## config.mk

```make
export PLATFORM = sky130hd
export DESIGN_NAME = aead_ks_prefetch_flat
export DESIGN_NICKNAME = d
export VERILOG_FILES = /design/src/rtl/aead_pkg.sv /design/src/rtl/aead_ks_prefetch_if.sv /design/src/rtl/aead_ks_prefetch_fifo.sv /design/src/rtl/aead_ks_prefetch.sv /design/src/flat_wrapper.sv
export SDC_FILE = /design/constraint.sdc
export NUM_CORES = 2
export LEC_CHECK = 0
export ABC_AREA = 1
export CAP_MARGIN = 20
export CORE_MARGIN = 5
export CORE_UTILIZATION = 23
export DETAILED_ROUTE_END_ITERATION = 10
export MAX_ROUTING_LAYER = met4
export SLEW_MARGIN = 0
export SYNTH_ARGS = -nofsm -noshare
export SYNTH_HDL_FRONTEND = slang
export SYNTH_SLANG_ARGS = --single-unit
```

## constraint.sdc

```tcl
create_clock -name clk -period 10.81 [get_ports clk]
set_input_delay 2.162 -clock clk [delete_from_list [all_inputs] [get_ports clk]]
set_output_delay 2.162 -clock clk [all_outputs]
set_load 0.01 [all_outputs]
```

## src/rtl/aead_pkg.sv

```systemverilog
// aead_pkg: shared types for the keystream prefetcher.
// Algorithm codes, FSM encoding and a width helper.
package aead_pkg;

  localparam logic ALGO_AES = 1'b0;
  localparam logic ALGO_CC  = 1'b1;

  typedef enum logic [2:0] {
    ST_IDLE,
    ST_REQ,
    ST_WAIT,
    ST_SPLIT,
    ST_DROP
  } ks_state_t;

  function automatic int clog2(input int v);
    int r;
    r = 0;
    for (int i = 0; i < 31; i++)
      if ((1 << i) < v) r = i + 1;
    return r;
  endfunction

endpackage

```

## src/rtl/aead_ks_prefetch_if.sv

```systemverilog
// aead_ks_prefetch_if: keystream beat stream.
// Producer drives valid/data, consumer drives ready.
interface aead_ks_prefetch_if #(
  parameter int W = 128
);

  logic         valid;
  logic         ready;
  logic [W-1:0] data;

  modport master (
    output valid,
    output data,
    input  ready
  );

  modport slave (
    input  valid,
    input  data,
    output ready
  );

endinterface

```

## src/rtl/aead_ks_prefetch_fifo.sv

```systemverilog
// ks_fifo: single-clock keystream FIFO.
// Wrap-bit pointers; flush clears pointers and beats push/pop.
module ks_fifo
  import aead_pkg::*;
#(
  parameter int W     = 128,
  parameter int DEPTH = 8,
  localparam int AW   = clog2(DEPTH)
) (
  input  logic         clk,
  input  logic         rst_n,
  input  logic         push,
  input  logic         pop,
  input  logic         flush,
  input  logic [W-1:0] wdata,
  output logic [W-1:0] rdata,
  output logic         empty,
  output logic [AW:0]  level
);

  logic [W-1:0] mem [DEPTH];
  logic [AW:0]  wr_ptr;
  logic [AW:0]  rd_ptr;
  logic         do_pop;

  assign empty  = (wr_ptr == rd_ptr);
  assign level  = wr_ptr - rd_ptr;
  assign do_pop = pop && !empty;
  assign rdata  = mem[rd_ptr[AW-1:0]];

  // pointer update, flush wins over push and pop
  always_ff @(posedge clk or negedge rst_n) begin
    if (!rst_n) begin
      wr_ptr <= '0;
      rd_ptr <= '0;
    end else if (flush) begin
      wr_ptr <= '0;
      rd_ptr <= '0;
    end else begin
      if (push)
        wr_ptr <= wr_ptr + (AW+1)'(1);
      if (do_pop)
        rd_ptr <= rd_ptr + (AW+1)'(1);
    end
  end

  // storage write, no reset needed on data
  always_ff @(posedge clk) begin
    if (push && !flush)
      mem[wr_ptr[AW-1:0]] <= wdata;
  end

endmodule

```

## src/rtl/aead_ks_prefetch.sv

```systemverilog
// aead_ks_prefetch: keystream prefetch and dispatch.
// Requests AES/ChaCha blocks, splits them into beats, buffers them.
module aead_ks_prefetch
  import aead_pkg::*;
#(
  parameter int OUT_W = 128,
  parameter int AES_W = 128,
  parameter int CC_W  = 512,
  parameter int DEPTH = 8,
  parameter int CNT_W = 32
) (
  input  logic                   clk,
  input  logic                   rst_n,
  input  logic                   cfg_we,
  input  logic                   algo_sel,
  input  logic                   en,
  input  logic                   flush,
  output logic                   aes_ks_req,
  input  logic                   aes_ks_valid,
  input  logic [AES_W-1:0]       aes_ks_data,
  output logic                   cc_ks_req,
  input  logic                   cc_ks_valid,
  input  logic [CC_W-1:0]        cc_ks_data,
  aead_ks_prefetch_if.master     ks_out,
  output logic [clog2(DEPTH):0]  level,
  output logic                   algo,
  output logic                   busy,
  output logic                   cfg_err,
  output logic [CNT_W-1:0]       blk_cnt
);

  localparam int LW    = clog2(DEPTH) + 1;
  localparam int AES_N = AES_W / OUT_W;
  localparam int CC_N  = CC_W / OUT_W;

  ks_state_t        state;
  ks_state_t        state_nxt;
  logic [CC_W-1:0]  split;
  logic [LW-1:0]    beat;
  logic [LW-1:0]    n_beats;
  logic [LW-1:0]    free;
  logic             sel_valid;
  logic             cfg_ok;
  logic             take;
  logic             push;
  logic             fifo_empty;
  logic [OUT_W-1:0] head;

  assign n_beats   = (algo == ALGO_CC) ? LW'(CC_N) : LW'(AES_N);
  assign free      = LW'(DEPTH) - level;
  assign sel_valid = (algo == ALGO_CC) ? cc_ks_valid : aes_ks_valid;
  assign cfg_ok    = cfg_we && (state == ST_IDLE)
                  && (level == '0) && !flush;
  assign take      = (state == ST_WAIT) && sel_valid && !flush;
  assign push      = (state == ST_SPLIT) && !flush;

  assign aes_ks_req   = (state == ST_REQ) && (algo == ALGO_AES);
  assign cc_ks_req    = (state == ST_REQ) && (algo == ALGO_CC);
  assign busy         = (state != ST_IDLE);
  assign ks_out.valid = !fifo_empty;
  assign ks_out.data  = fifo_empty ? '0 : head;

  // next state; a response coinciding with flush in WAIT is simply dropped
  always_comb begin
    state_nxt = state;
    unique case (state)
      ST_IDLE:
        if (en && !flush && !cfg_ok && (free >= n_beats))
          state_nxt = ST_REQ;
      ST_REQ:
        state_nxt = flush ? ST_DROP : ST_WAIT;
      ST_WAIT:
        if (flush)
          state_nxt = sel_valid ? ST_IDLE : ST_DROP;
        else if (sel_valid)
          state_nxt = ST_SPLIT;
      ST_SPLIT:
        if (flush || (beat == n_beats - LW'(1)))
          state_nxt = ST_IDLE;
      ST_DROP:
        if (sel_valid)
          state_nxt = ST_IDLE;
      default:
        state_nxt = ST_IDLE;
    endcase
  end

  // state register, algorithm select and config error pulse
  always_ff @(posedge clk or negedge rst_n) begin
    if (!rst_n) begin
      state   <= ST_IDLE;
      algo    <= ALGO_AES;
      cfg_err <= 1'b0;
    end else begin
      state   <= state_nxt;
      cfg_err <= cfg_we && !cfg_ok;
      if (cfg_ok)
        algo <= algo_sel;
    end
  end

  // block capture, beat shifting and block counter
  always_ff @(posedge clk or negedge rst_n) begin
    if (!rst_n) begin
      split   <= '0;
      beat    <= '0;
      blk_cnt <= '0;
    end else begin
      if (take) begin
        split <= (algo == ALGO_CC) ? cc_ks_data : CC_W'(aes_ks_data);
        beat  <= '0;
      end else if (push) begin
        split <= split >> OUT_W;
        beat  <= beat + LW'(1);
      end
      if (flush)
        blk_cnt <= '0;
      else if (take)
        blk_cnt <= blk_cnt + CNT_W'(1);
    end
  end

  ks_fifo #(
    .W     (OUT_W),
    .DEPTH (DEPTH)
  ) u_fifo (
    .clk   (clk),
    .rst_n (rst_n),
    .push  (push),
    .pop   (ks_out.ready),
    .flush (flush),
    .wdata (split[OUT_W-1:0]),
    .rdata (head),
    .empty (fifo_empty),
    .level (level)
  );

endmodule

```

## src/flat_wrapper.sv

```systemverilog
// flat-port wrapper written by rule: the top's interface ports become plain ports
module aead_ks_prefetch_flat import aead_pkg::*;
#(
  parameter int OUT_W = 128,
  parameter int AES_W = 128,
  parameter int CC_W  = 512,
  parameter int DEPTH = 8,
  parameter int CNT_W = 32
)
  (clk, rst_n, cfg_we, algo_sel, en, flush, aes_ks_req, aes_ks_valid, aes_ks_data, cc_ks_req, cc_ks_valid, cc_ks_data, level, algo, busy, cfg_err, blk_cnt, ks_out_valid, ks_out_data, ks_out_ready);
  aead_ks_prefetch_if #(.W(OUT_W)) ks_out_i ();
  input  logic clk;
  input  logic rst_n;
  input  logic cfg_we;
  input  logic algo_sel;
  input  logic en;
  input  logic flush;
  output logic aes_ks_req;
  input  logic aes_ks_valid;
  input  logic [AES_W-1:0] aes_ks_data;
  output logic cc_ks_req;
  input  logic cc_ks_valid;
  input  logic [CC_W-1:0] cc_ks_data;
  output logic [clog2(DEPTH):0] level;
  output logic algo;
  output logic busy;
  output logic cfg_err;
  output logic [CNT_W-1:0] blk_cnt;
  output wire logic [$bits(ks_out_i.valid)-1:0] ks_out_valid;
  output wire logic [$bits(ks_out_i.data)-1:0] ks_out_data;
  input wire logic [$bits(ks_out_i.ready)-1:0] ks_out_ready;
  assign ks_out_valid = ks_out_i.valid;
  assign ks_out_data = ks_out_i.data;
  assign ks_out_i.ready = ks_out_ready;
  aead_ks_prefetch #(.OUT_W(OUT_W), .AES_W(AES_W), .CC_W(CC_W), .DEPTH(DEPTH), .CNT_W(CNT_W)) u_core (.clk(clk), .rst_n(rst_n), .cfg_we(cfg_we), .algo_sel(algo_sel), .en(en), .flush(flush), .aes_ks_req(aes_ks_req), .aes_ks_valid(aes_ks_valid), .aes_ks_data(aes_ks_data), .cc_ks_req(cc_ks_req), .cc_ks_valid(cc_ks_valid), .cc_ks_data(cc_ks_data), .ks_out(ks_out_i), .level(level), .algo(algo), .busy(busy), .cfg_err(cfg_err), .blk_cnt(blk_cnt));
endmodule
```

==> out/metrics.cfg <==
[outcome]
run_status=complete, no violations

[worst_hold_path]
min_delay_path_class=reg2reg
hold_path.startpoint=u_core.split[329]$_DFFE_PN0P_
min_delay_worst_endpoint=u_core.split[329]$_DFFE_PN0P_
hold_path_depth=2

[cells_and_area]
area_delta_synth_final_pct=27.55
layout.cells.most_common_list=nor2_1 (1,084), edfxtp_1 (1,024), nand2_1 (855), clkdlybuf4s50_1 (817), o21ai_0 (769)
layout-drive-gt1-share_pct=5.972
instances_no_fill=10370
post-route-util_pct=29.38
mostFrequentLayoutCell=nor2_1
nets=7110

[timing]
pin_slew_with_the_least_headroom_to_its_limit_ns=1.139
rsz0062_at_grt=no
setup_viol=0
period_share_pct=68.64
count_of_endpoints_failing_hold_in_the_final_timing_report=0
fin_skew_ns=0.05484
max_freq_mhz=134.8
layout_min_cycle_time_ns=7.420
final-max-slew-violation-count=0
timing.max_slew.rel_slack_pct=24.10

[drt]
drt_drc_violations_left=0
ant_nets=0
drt_iter0_markers=4866
vias=48660
totalWireLength_mm=235.3
vias_per_cell=4.691
drt-wirelength-per-cell_um=22.69
drt_pass1_iterations=6

[critical_path]
worstSetupStartpointType=register
critPathKind=reg2out
r2r_cell_count=9
max_stage_delay_ns=0.93
reg2reg_slack_ns=5.51
timing.critical_path.to_type=primary output
crit_required_ns=8.65
most_prevalent_standard_cell_on_the_critical_path=buf_4
reg_to_reg_critical_path_startpoint=u_core.algo$_DFFE_PN0P_
worst-path-max-fanout=91
regToRegEndpoint=u_core.split[161]$_DFFE_PN0P_
critical-path-slowest-cell=dfrtp_4
critical_path_arrival_ns=5.26
series_of_cell_instances_along_the_critical_path=inv_8 -> ha_1 -> nand4_1 -> buf_4 -> buf_4 -> o21ai_1 -> a31oi_1 -> clkdlybuf4s50_1

[clock_network]
clock_sinks=1585
cts_setup_buffers=0
cts_resized=0
cts_root_buf=clkbuf_16
cts.reportedPaths.clkPinSlew_ns=0.07
clkLatencyLatePin_ns=0.85
ctsLongestPathBuffers=4
cts_made_buffers=181
htreeDepth=4
post_cts_hold_buffer_count=0
tritoncts=done

[global_routing]
grt-ovfl-total=0
grt_antenna_before_repair=50
overall_routing_resource_usage_pct=15.77
grt_pass1_wl_mm=336.3
grt_pass1_vias=48000
pin_count_of_the_biggest_net_entering_global_routing=183

[die]
fp.dieW_um=541.0
fp-row-count=195
core_area_sq_um=281600
floorplan.die_area_sq_um=292700
initial_utilization_pct=23.04
top_level_ports=819
die_h_um=541.0

[job]
max_capacitance_violation_total=0

[power]
power_per_cell_area_nw_per_um2=251.2
ir_drop_worst_case_vdd_mv=0.1456
static-leakage-power_nw=29.57

[synth]
post_synth_and_or_nand_nor_area_fraction_pct=12.09
synth_flop_cell=edfxtp_1
compound_gate_portion_of_the_synthesized_area_pct=14.72
synth_enable_flop_cells=1024
synthCells=5789
synth_area_sq_um=64860
synth_register_bits=1585
yosys_warnings=0
synth-async-reset-ratio_pct=35.39
synth.distinct_cells=42
synth-adder-area-share_pct=0.2238
synth_mux_area_share_pct=0
synth_top_family_by_area=compound AO/OA/AOI/OAI gates
per_instance_average_area_after_synthesis_sq_um=11.20
sequential_to_total_area_share_from_yosys_stat_pct=69.05
yosys.area_share.xor_xnor_pct=0.04051
synth_fp_nets=6449

[place]
gp_congestion=0.8518
detailedPlacementHpwl_mm=149.4
port_buffers=818
placedCellCount=10010

-- Yosys cell counts, drive strengths merged (3+ instances only) --
cell type  number  share of area [%]
nand3          53               0.41
a21oi          35               0.27
a32o           21               0.32
o311ai        128                1.7
clkbuf        236                1.4
o211ai         91                1.1
a31oi         128                1.2
nand4          16               0.15
nor2         1092                6.3
o21ai         845                6.5
buf           178                1.5
o22ai         129                1.2
inv           168               0.98
nand2         858                5.0
a22oi         144                1.8
nor3           22               0.18
a22o           38               0.51
xor2            3              0.041
dfrtp         561                 22
edfxtp       1024                 47
ha             10               0.19
-- flip-flops by register name (all words and copies together) (netlist names) --
signal                cells
u_core.algo               1
u_core.split            512
u_core.u_fifo.wr_ptr      4
u_core.state              3
u_core.u_fifo.mem      1024
u_core.blk_cnt           32
u_core.beat               4
u_core.cfg_err            1
u_core.u_fifo.rd_ptr      4
-- layer usage --
layer	wire, um	GRT usage (%)
met5	0	-
met2	109600	24.76
met1	102300	20.79
met4	6139	4.430
met3	17350	3.136
-- stage by stage --
step,total power [mW],setup WS [ns],hold WS (ns),instance area [sq um],TNS [ns]
2_1_floorplan,11.89,-1.178,0.4494,64860,-452.44
5_1_grt,21.92,2.996,0.4902,82710,0
4_1_cts,21.02,3.203,0.4824,82620,0
6_report,20.78,3.390,0.4788,82730,0
3_5_place_dp,14.83,4.184,0.4652,76690,0
3_3_place_gp,14.70,4.202,0.4641,76690,0
-- kinds of logic (layout without fill, tap and decap cells) --
family	after synthesis	after routing
AND/OR/NAND/NOR	2044	2044
flip-flops	1585	1585
AO/OA/AOI/OAI	1563	1563
buffers and inverters	583	1392
adder cells (fa/ha/maj)	11	11
XOR/XNOR	3	3
other	0	32
-- power by group --
part	switching, mW	internal, mW	leakage, nW	total (mW)
clock	2.60	3.53	2.89	6.13
combinational	3.56	2.11	10.0	5.67
sequential	1.11	7.87	16.6	8.99
-- area by class of cell --
cell class | instances | area [sq um]
clock buffer | 240 | 4965
antenna | 32 | 80.08
inverter | 169 | 690.7
fill | 28610 | 198800
sequential | 1585 | 44800
multi-input combinational | 3621 | 17630
timing repair buffer | 892 | 8919
clock inverter | 91 | 962.2
tap | 3743 | 4683
-- worst max-delay path, delay by kind of cell (launching register included) --
kind | cells | cell delay (ns)
flops | 1 | 0.93
compound gates | 2 | 0.64
fa+ha+maj | 1 | 0.43
simple gates | 1 | 0.11
buf+inv | 4 | 2.09
-- worst max path at each step --
stage / startpoint / endpoint / slack (ns) / cells past startpoint
2_1_floorplan: flush / u_core.u_fifo.mem[3][0]$_DFFE_PP_ / -1.18 / 4
3_3_place_gp: u_core.u_fifo.rd_ptr[1]$_DFFE_PN0P_ / ks_out_data[13] / 4.20 / 8
3_5_place_dp: u_core.u_fifo.rd_ptr[1]$_DFFE_PN0P_ / ks_out_data[95] / 4.18 / 8
4_1_cts: u_core.u_fifo.rd_ptr[1]$_DFFE_PN0P_ / ks_out_data[95] / 3.20 / 8
5_1_grt: u_core.u_fifo.rd_ptr[1]$_DFFE_PN0P_ / ks_out_data[95] / 3.00 / 8
6_report: u_core.u_fifo.rd_ptr[1]$_DFFE_PN0P_ / ks_out_data[95] / 3.39 / 8
No activity file was read; power rests on OpenSTA's default activity.
